### config.mk
export PLATFORM = sky130hd
export DESIGN_NAME = bf_stage_feeder
export DESIGN_NICKNAME = d
export VERILOG_FILES = /design/src/rtl/bf_stage_feeder.sv
export SDC_FILE = /design/constraint.sdc
export NUM_CORES = 1
export LEC_CHECK = 0
export ABC_CLOCK_PERIOD_IN_PS = 4300
export CORE_MARGIN = 2
export CORE_UTILIZATION = 45
export CTS_CLUSTER_DIAMETER = 100
export CTS_CLUSTER_SIZE = 8
export DETAILED_ROUTE_END_ITERATION = 12
export MAX_ROUTING_LAYER = met4
export PLACE_DENSITY = 0.64
export SETUP_SLACK_MARGIN = 0.05
export SLEW_MARGIN = 20
export SYNTH_ARGS = -nofsm -noshare
export SYNTH_HDL_FRONTEND = slang
export SYNTH_SLANG_ARGS = --single-unit
### constraint.sdc
create_clock -name clk -period 4.3 [get_ports clk]
set_input_delay 0.645 -clock clk [delete_from_list [all_inputs] [get_ports clk]]
set_output_delay 0.645 -clock clk [all_outputs]
set_load 0.05 [all_outputs]
### src/rtl/bf_stage_feeder.sv
// ---------------------------------------------------------------------------
// bf_stage_feeder
//
// Upstream feeder for a radix-2 DIF butterfly (first stage). Incoming samples
// are collected into two ping-pong banks of N words. Once a bank is full it is
// drained as N/2 pairs (buffer[i], buffer[i+N/2]) with twiddle index i, while
// the other bank keeps filling.
//
// Ports
//   clk      in   1        clock, rising edge
//   rst_n    in   1        asynchronous active-low reset
//   in_data  in   WIDTH    input sample (opaque, passed through)
//   in_nd    in   1        in_data valid this cycle
//   in_m     in   MWIDTH   block metadata, captured with sample 0 of a block
//   xa       out  WIDTH    buffer[i] of the draining bank
//   xb       out  WIDTH    buffer[i+N/2] of the draining bank
//   tw_addr  out  LOG_N-1  twiddle index i, aligned with xa/xb
//   x_nd     out  1        one-cycle pulse per issued pair
//   m_out    out  MWIDTH   block metadata on pair 0, zero on other pairs
//   error    out  1        sticky overflow flag (sample arrived for a full bank)
// ---------------------------------------------------------------------------
module bf_stage_feeder #(
  parameter int WIDTH  = 32,
  parameter int MWIDTH = 1,
  parameter int N      = 8,
  parameter int LOG_N  = 3,
  parameter int X_GAP  = 0
) (
  input  logic              clk,
  input  logic              rst_n,
  input  logic [WIDTH-1:0]  in_data,
  input  logic              in_nd,
  input  logic [MWIDTH-1:0] in_m,
  output logic [WIDTH-1:0]  xa,
  output logic [WIDTH-1:0]  xb,
  output logic [LOG_N-2:0]  tw_addr,
  output logic              x_nd,
  output logic [MWIDTH-1:0] m_out,
  output logic              error
);

  localparam int HALF = N / 2;
  localparam int HW   = LOG_N - 1;
  localparam int GW   = (X_GAP > 1) ? $clog2(X_GAP) : 1;

  typedef enum logic [1:0] {S_IDLE, S_DRAIN, S_GAP} state_t;

  state_t            r_state, w_state_next;
  logic [LOG_N-1:0]  r_wcnt;
  logic              r_wb;
  logic              r_rb;
  logic [1:0]        r_full;
  logic [MWIDTH-1:0] r_meta [2];
  logic [HW-1:0]     r_rcnt, w_rcnt_next;
  logic [GW-1:0]     r_gcnt, w_gcnt_next;

  // Each bank is split into a low half (indices 0..N/2-1) and a high half
  // (N/2..N-1) so that xa and xb each come from a single-read-port array.
  logic [WIDTH-1:0]  r_mem_lo [N];
  logic [WIDTH-1:0]  r_mem_hi [N];

  logic              w_last;
  logic              w_wb_busy;
  logic              w_accept;
  logic              w_drop;
  logic              w_wrap;
  logic [1:0]        w_free;
  logic [1:0]        w_set;
  logic [LOG_N-1:0]  w_waddr;
  logic [LOG_N-1:0]  w_raddr;

  assign w_last = (r_state == S_DRAIN) && (r_rcnt == HW'(HALF - 1));

  // A bank being freed by its last pair this cycle may accept a write in the
  // same cycle.
  assign w_wb_busy = r_full[r_wb] && !(w_last && (r_rb == r_wb));
  assign w_accept  = in_nd && !w_wb_busy;
  assign w_drop    = in_nd && w_wb_busy;
  assign w_wrap    = w_accept && (r_wcnt == LOG_N'(N - 1));

  assign w_free  = w_last ? (2'b01 << r_rb) : 2'b00;
  assign w_set   = w_wrap ? (2'b01 << r_wb) : 2'b00;
  assign w_waddr = {r_wb, r_wcnt[HW-1:0]};
  assign w_raddr = {r_rb, r_rcnt};

  // Sample storage (no reset: contents are qualified by the full flags).
  always_ff @(posedge clk) begin
    if (w_accept && !r_wcnt[LOG_N-1]) begin
      r_mem_lo[w_waddr] <= in_data;
    end
  end

  always_ff @(posedge clk) begin
    if (w_accept && r_wcnt[LOG_N-1]) begin
      r_mem_hi[w_waddr] <= in_data;
    end
  end

  // Write side: counter, bank select, metadata, flags.
  always_ff @(posedge clk or negedge rst_n) begin
    if (!rst_n) begin
      r_wcnt    <= '0;
      r_wb      <= 1'b0;
      r_full    <= 2'b00;
      r_meta[0] <= '0;
      r_meta[1] <= '0;
      error     <= 1'b0;
    end else begin
      if (w_accept) begin
        r_wcnt <= r_wcnt + 1'b1;
        if (r_wcnt == '0) begin
          r_meta[r_wb] <= in_m;
        end
      end
      if (w_wrap) begin
        r_wb <= ~r_wb;
      end
      r_full <= (r_full & ~w_free) | w_set;
      if (w_drop) begin
        error <= 1'b1;
      end
    end
  end

  // Read FSM: state register.
  always_ff @(posedge clk or negedge rst_n) begin
    if (!rst_n) begin
      r_state <= S_IDLE;
      r_rcnt  <= '0;
      r_gcnt  <= '0;
      r_rb    <= 1'b0;
    end else begin
      r_state <= w_state_next;
      r_rcnt  <= w_rcnt_next;
      r_gcnt  <= w_gcnt_next;
      if (w_last) begin
        r_rb <= ~r_rb;
      end
    end
  end

  // Read FSM: next state.
  always_comb begin
    w_state_next = r_state;
    w_rcnt_next  = r_rcnt;
    w_gcnt_next  = r_gcnt;
    case (r_state)
      S_IDLE: begin
        if (r_full[r_rb]) begin
          w_state_next = S_DRAIN;
          w_rcnt_next  = '0;
        end
      end
      S_DRAIN: begin
        if (w_last) begin
          w_state_next = S_IDLE;
        end else begin
          w_rcnt_next = r_rcnt + 1'b1;
          if (X_GAP > 0) begin
            w_state_next = S_GAP;
            w_gcnt_next  = '0;
          end
        end
      end
      S_GAP: begin
        if (r_gcnt == GW'(X_GAP - 1)) begin
          w_state_next = S_DRAIN;
        end else begin
          w_gcnt_next = r_gcnt + 1'b1;
        end
      end
      default: begin
        w_state_next = S_IDLE;
      end
    endcase
  end

  // Registered pair outputs; data outputs hold between pulses.
  always_ff @(posedge clk or negedge rst_n) begin
    if (!rst_n) begin
      xa      <= '0;
      xb      <= '0;
      tw_addr <= '0;
      m_out   <= '0;
      x_nd    <= 1'b0;
    end else begin
      x_nd <= 1'b0;
      if (r_state == S_DRAIN) begin
        x_nd    <= 1'b1;
        xa      <= r_mem_lo[w_raddr];
        xb      <= r_mem_hi[w_raddr];
        tw_addr <= r_rcnt;
        m_out   <= (r_rcnt == '0) ? r_meta[r_rb] : '0;
      end
    end
  end

endmodule

### Word level (Yosys, flattened, before mapping)

Memories as Yosys holds them, arrays and structs flattened. A register that Yosys moved wholly into a read port is not among the register bits.
Index checks and enable logic that the tools add are counted.

* memory bits (writable): 512
* memories: 2
* output and inout port bits: 69
* register bits: 19
* input port bits: 36

Memory list
* r_mem_hi: words 8, bits a word 32, read ports 1, clocked after memory_dff 1, wr ports 1, line 60 `logic [WIDTH-1:0] r_mem_hi [N];`
* r_mem_lo: words 8, bits a word 32, read ports 1, clocked after memory_dff 1, wr ports 1, line 59 `logic [WIDTH-1:0] r_mem_lo [N];`

* eq/ne operators: 9
* reduce and logical (&&, ||, !) cells: 21
* shifts and indexed selects: 2
* magnitude comparators: 5
* $add $sub $neg: 3
* muxes and demuxes: 26
* bitwise gates (word level): 7

Operators with widths (number)
* 2-to-1 mux 1 bit: 15
* 2-to-1 mux 2 bit: 7
* logical AND 1 bit: 9
* != test 2 bit, second input constant: 4
* case mux 2 bit (3 select lines): 1
* AND reduction 3 bit: 2
* logical NOT 1 bit: 5
* == test 2 bit, second input constant: 2
* greater-or-equal comparator 2 bit, second input constant: 2
* logical NOT 2 bit: 2
* < comparator 1 x 2 -> 1 bit, second input constant: 2
* inverter 1 -> 2 bit: 2
* case mux 2 bit (2 select lines): 1
* left shift 1 x 1 -> 2 bit, first input constant: 2
* adder 3 x 1 -> 3 bit, second input constant: 1
* == test 3 bit, second input constant: 1
* logical NOT 3 bit: 1
* adder 2 x 1 -> 2 bit, second input constant: 1
* bitwise AND 2 bit: 1
* bitwise mux 2 bit: 1
* == test 2 x 1 -> 1 bit, second input constant: 1
* < comparator 2 x 1 -> 1 bit, second input constant: 1
* inverter 1 bit: 2
* inverter 2 bit: 1
* other kinds (6): 6

### Longest topological paths before layout

* depth after elaboration: 10
* depth in mapped cells: 7
* mapped depth without buffers: 5

### Worst setup path after synthesis

OpenSTA, ideal clock, no wires.

* path type: reg2reg
* start point: reg r_rcnt[0]
* end point: mem r_mem_lo[4][0] (enable)
* stages on the path, launching flop included: 6
* buffers on the path: 0
* setup slack: -0.400 ns
* data arrival time: 4.199 ns
* cell sequence: dfrtp_1 > ha_1 > nand3_2 > nand2_1 > nand3_1 > nor4_1

* word-level cells in the longest chain between the ends: 10

RTL lines
* from (decl): line 54 `logic [HW-1:0] r_rcnt, w_rcnt_next;`
* from (signal assigned): line 134 `r_rcnt <= w_rcnt_next;`
* == test 2 bit: line 72 `assign w_last = (r_state == S_DRAIN) && (r_rcnt == HW'(HALF - 1));`
* logical AND 1 bit: line 72
* logical AND 1 bit: line 76 `assign w_wb_busy = r_full[r_wb] && !(w_last && (r_rb == r_wb));`
* logical NOT 1 bit: line 76
* logical AND 1 bit: line 76
* logical NOT 1 bit: line 77 `assign w_accept = in_nd && !w_wb_busy;`
* logical AND 1 bit: line 77
* logical AND 1 bit: line 88 `if (w_accept && !r_wcnt[LOG_N-1]) begin`
* 2-to-1 mux 1 bit: line 88
* 2-to-1 mux 1 bit (not written as such): line 89 `r_mem_lo[w_waddr] <= in_data;`
* to (decl): line 59

No other way between the ends.

==> qor.yml <==
status: "complete, no violations"
dp_hpwl_um: 27900
routed_via_density: 5.40
fillers: 4014
grt_pass1_wl_um: 77400
ys_seq_area_share_pct: 75.8
final_antenna_net_count: 0
slowest_stage: "buf_4"
post-route-period-util_pct: 72.0
drt-pass1-iter-count: 7
final_common_cell: "edfxtp_1"
drt_iter0_drc: 1054
drv_slew: 0
synth.distinct_cells: 36
yosysTopAreaCell: "edfxtp_1"
finalHoldViolCount: 0
cts-htree-levels: 3
p_int_w: 0.0130
register_area_um2: 17400
clock.fmax_ghz: 0.323
synth_top_area_share_pct: 67.0
crit_fanout: 149
fin_ws_ns: 1.20
hold_buffers: 0
fin_hold_ws_ns: 0.0252
grt_antenna_before_repair: 0
cp_cell_sequence: "buf_12 > buf_4 > mux2i_1 > a22oi_1 > nand3_1 > o21ai_1"
clockBufferDepth: 3
globalplace.congestion: 0.769
setup-violations-final: 0
power_density_nw_per_um2: 732
die_h_um: 230
maxCapViolCount: 0
cts-root-buf: "clkbuf_16"
multiInputGateArea_um2: 4790
dpl.cell_count: 2064
final_cell_mix: "edfxtp_1, mux2i_1, a22oi_1, clkdlybuf4s50_1, clkbuf_16"
grt_overflow: 0
swShare_pct: 34.7
grt_max_degree: 150
skew_ns: 0.0353
nNetsFinal: 1519
synth_edf_count: 512
syn_inst: 1328
drt-total-wl_um: 51400
async_reset_ff_share_pct: 13.7
vias: 12000
cp-end-kind: "register"
grt_setup_unrepaired: "no"
cp-start-kind: "register"
cts_made_buffers: 84
wl_per_cell_um: 23.1
synth_warnings: 0
p_switching_w: 0.00690
diodes: 0
avgSynthCellArea_um2: 17.3
syn_area_um2: 22900
port_buffers: 104
ir_drop_v: 0.000492
grt_pass1_vias: 12400
pwr-share-comb_pct: 31.3
drc: 0
place_ws_ns: 1.12
path_clk_slew_ns: 0.05
initial_core_util_pct: 45.6
postCtsResizedCells: 0
finalNonFillerCells: 2220
worstMarginPinSlew_ns: 1.14
required_ns: 4.74
numClockSinks: 593
cp_slowest_stage_delay_ns: 0.89
grtUsageTotal_pct: 20.2
hold_class: "input port to async pin"
dieArea_um2: 52800
p_seq_share_pct: 38.0
r2r_slack_ns: 1.20
cp_data_arrival_time_ns: 3.54
place_area_um2: 24700
pin_count: 105
cts_tree: "done"
fin_area_um2: 27200
post-cts-setup-buffer-count: 0
power_frac_clock_pct: 30.6
placement_rows: 82
ys_seq_elements: 593
fin_setup_tns_ns: 0
min_period_ns: 3.10
p_leak_nw: 9.60
drive_gt1_share_pct: 10.2
syn_nets: 1369
chipWidth_um: 230
path_class: "register to register"
clock_latency_ns: 0.62
slew_headroom_pct: 24.3
synth_area_leaders: "edfxtp_1, mux2i_1, dfrtp_1, a22oi_1, nand3_1"
coreArea_um2: 50300
ys.flop_type: "edfxtp_1"
syn_to_final_growth_pct: 18.4
[registers in the layout, summed over array words and instances (netlist names)]
| name | cells |
|---|---|
| r_mem_hi | 256 |
| r_mem_lo | 256 |
| xa | 32 |
| xb | 32 |
| r_wcnt | 3 |
| r_full | 2 |
| r_meta | 2 |
| r_rcnt | 2 |
| tw_addr | 2 |
| error | 1 |
| m_out | 1 |
| r_rb | 1 |
| r_state | 1 |
| r_wb | 1 |
| x_nd | 1 |
[through the flow]
stage | total power [W] | utilization [%]
after floorplan | 0.0121 | -
after detailed placement | 0.0140 | 49.1
after CTS | 0.0201 | 54.0
after global routing | 0.0208 | 54.0
after global placement | 0.0139 | 49.1
final | 0.0199 | 54.0
[cell families after synthesis]
family                   share of synthesized area (%)
XOR/XNOR                                        0.0382
AO/OA/AOI/OAI                                     5.88
multiplexers                                      11.6
flip-flops                                        75.8
AND/OR/NAND/NOR                                   2.54
buffers and inverters                             3.87
adder cells (fa/ha/maj)                          0.273
[power by group through the flow]
stage               Sequential [W]  Combinational [W]  Clock (W)
floorplan                  0.00863            0.00347          0
global placement           0.00764            0.00622          0
detailed placement         0.00767            0.00630          0
CTS                        0.00757            0.00631    0.00620
global route               0.00764            0.00668    0.00650
finish                     0.00756            0.00623    0.00610
[worst paths after layout]
check	cells past startpoint	end	startpoint
worst max register to register	6	xb[19]	r_rcnt[1]
min in group clk	1	error	error
worst min-delay path	1	xa[10]	rst_n
worst max-delay path	6	xb[19]	r_rcnt[1]
max in group asynchronous	2	r_state[0]	rst_n
worst min register to register	1	error	error
[cells in the mapped netlist (3+ instances only)]
| master | number |
|---|---|
| buf_12 | 11 |
| inv_1 | 71 |
| buf_4 | 13 |
| mux2_1 | 5 |
| clkbuf_4 | 3 |
| buf_2 | 27 |
| dfrtp_1 | 81 |
| mux2i_1 | 257 |
| edfxtp_1 | 512 |
| nor3_1 | 8 |
| buf_6 | 5 |
| nor2_1 | 8 |
| o21ai_1 | 66 |
| nand3_1 | 67 |
| ha_1 | 5 |
| nand2_1 | 17 |
| a22oi_1 | 128 |
| nand2b_1 | 3 |
| clkbuf_1 | 16 |
| nor2b_1 | 3 |
[critical path: cells and delay by family (launching register included)]
family,cells,cell delay [ns]
flops,1,0.42
buf+inv,2,1.64
compound gates,2,0.20
simple gates,1,0.15
mux,1,0.28
[final cells by class]
class	instances	share of cell area, %
clock buffers	149	8.72
clock inverters	7	0.415
inverters	71	0.981
multi-input cells	587	17.6
flip-flops and latches	593	64.1
well taps	672	3.10
repair buffers	141	5.08
[layer usage]
| layer | global-route usage [%] | vias to the layer above | wire length (um) |
|---|---|---|---|
| met1 | 25.3 | 6177 | 22100 |
| met2 | 33.7 | 273 | 26000 |
| met5 | - | - | 0 |
| met4 | 5.97 | 0 | 1160 |
| met3 | 3.82 | 85 | 2080 |
| li1 | - | 5461 | - |
Power figures use the tool's default switching activity.
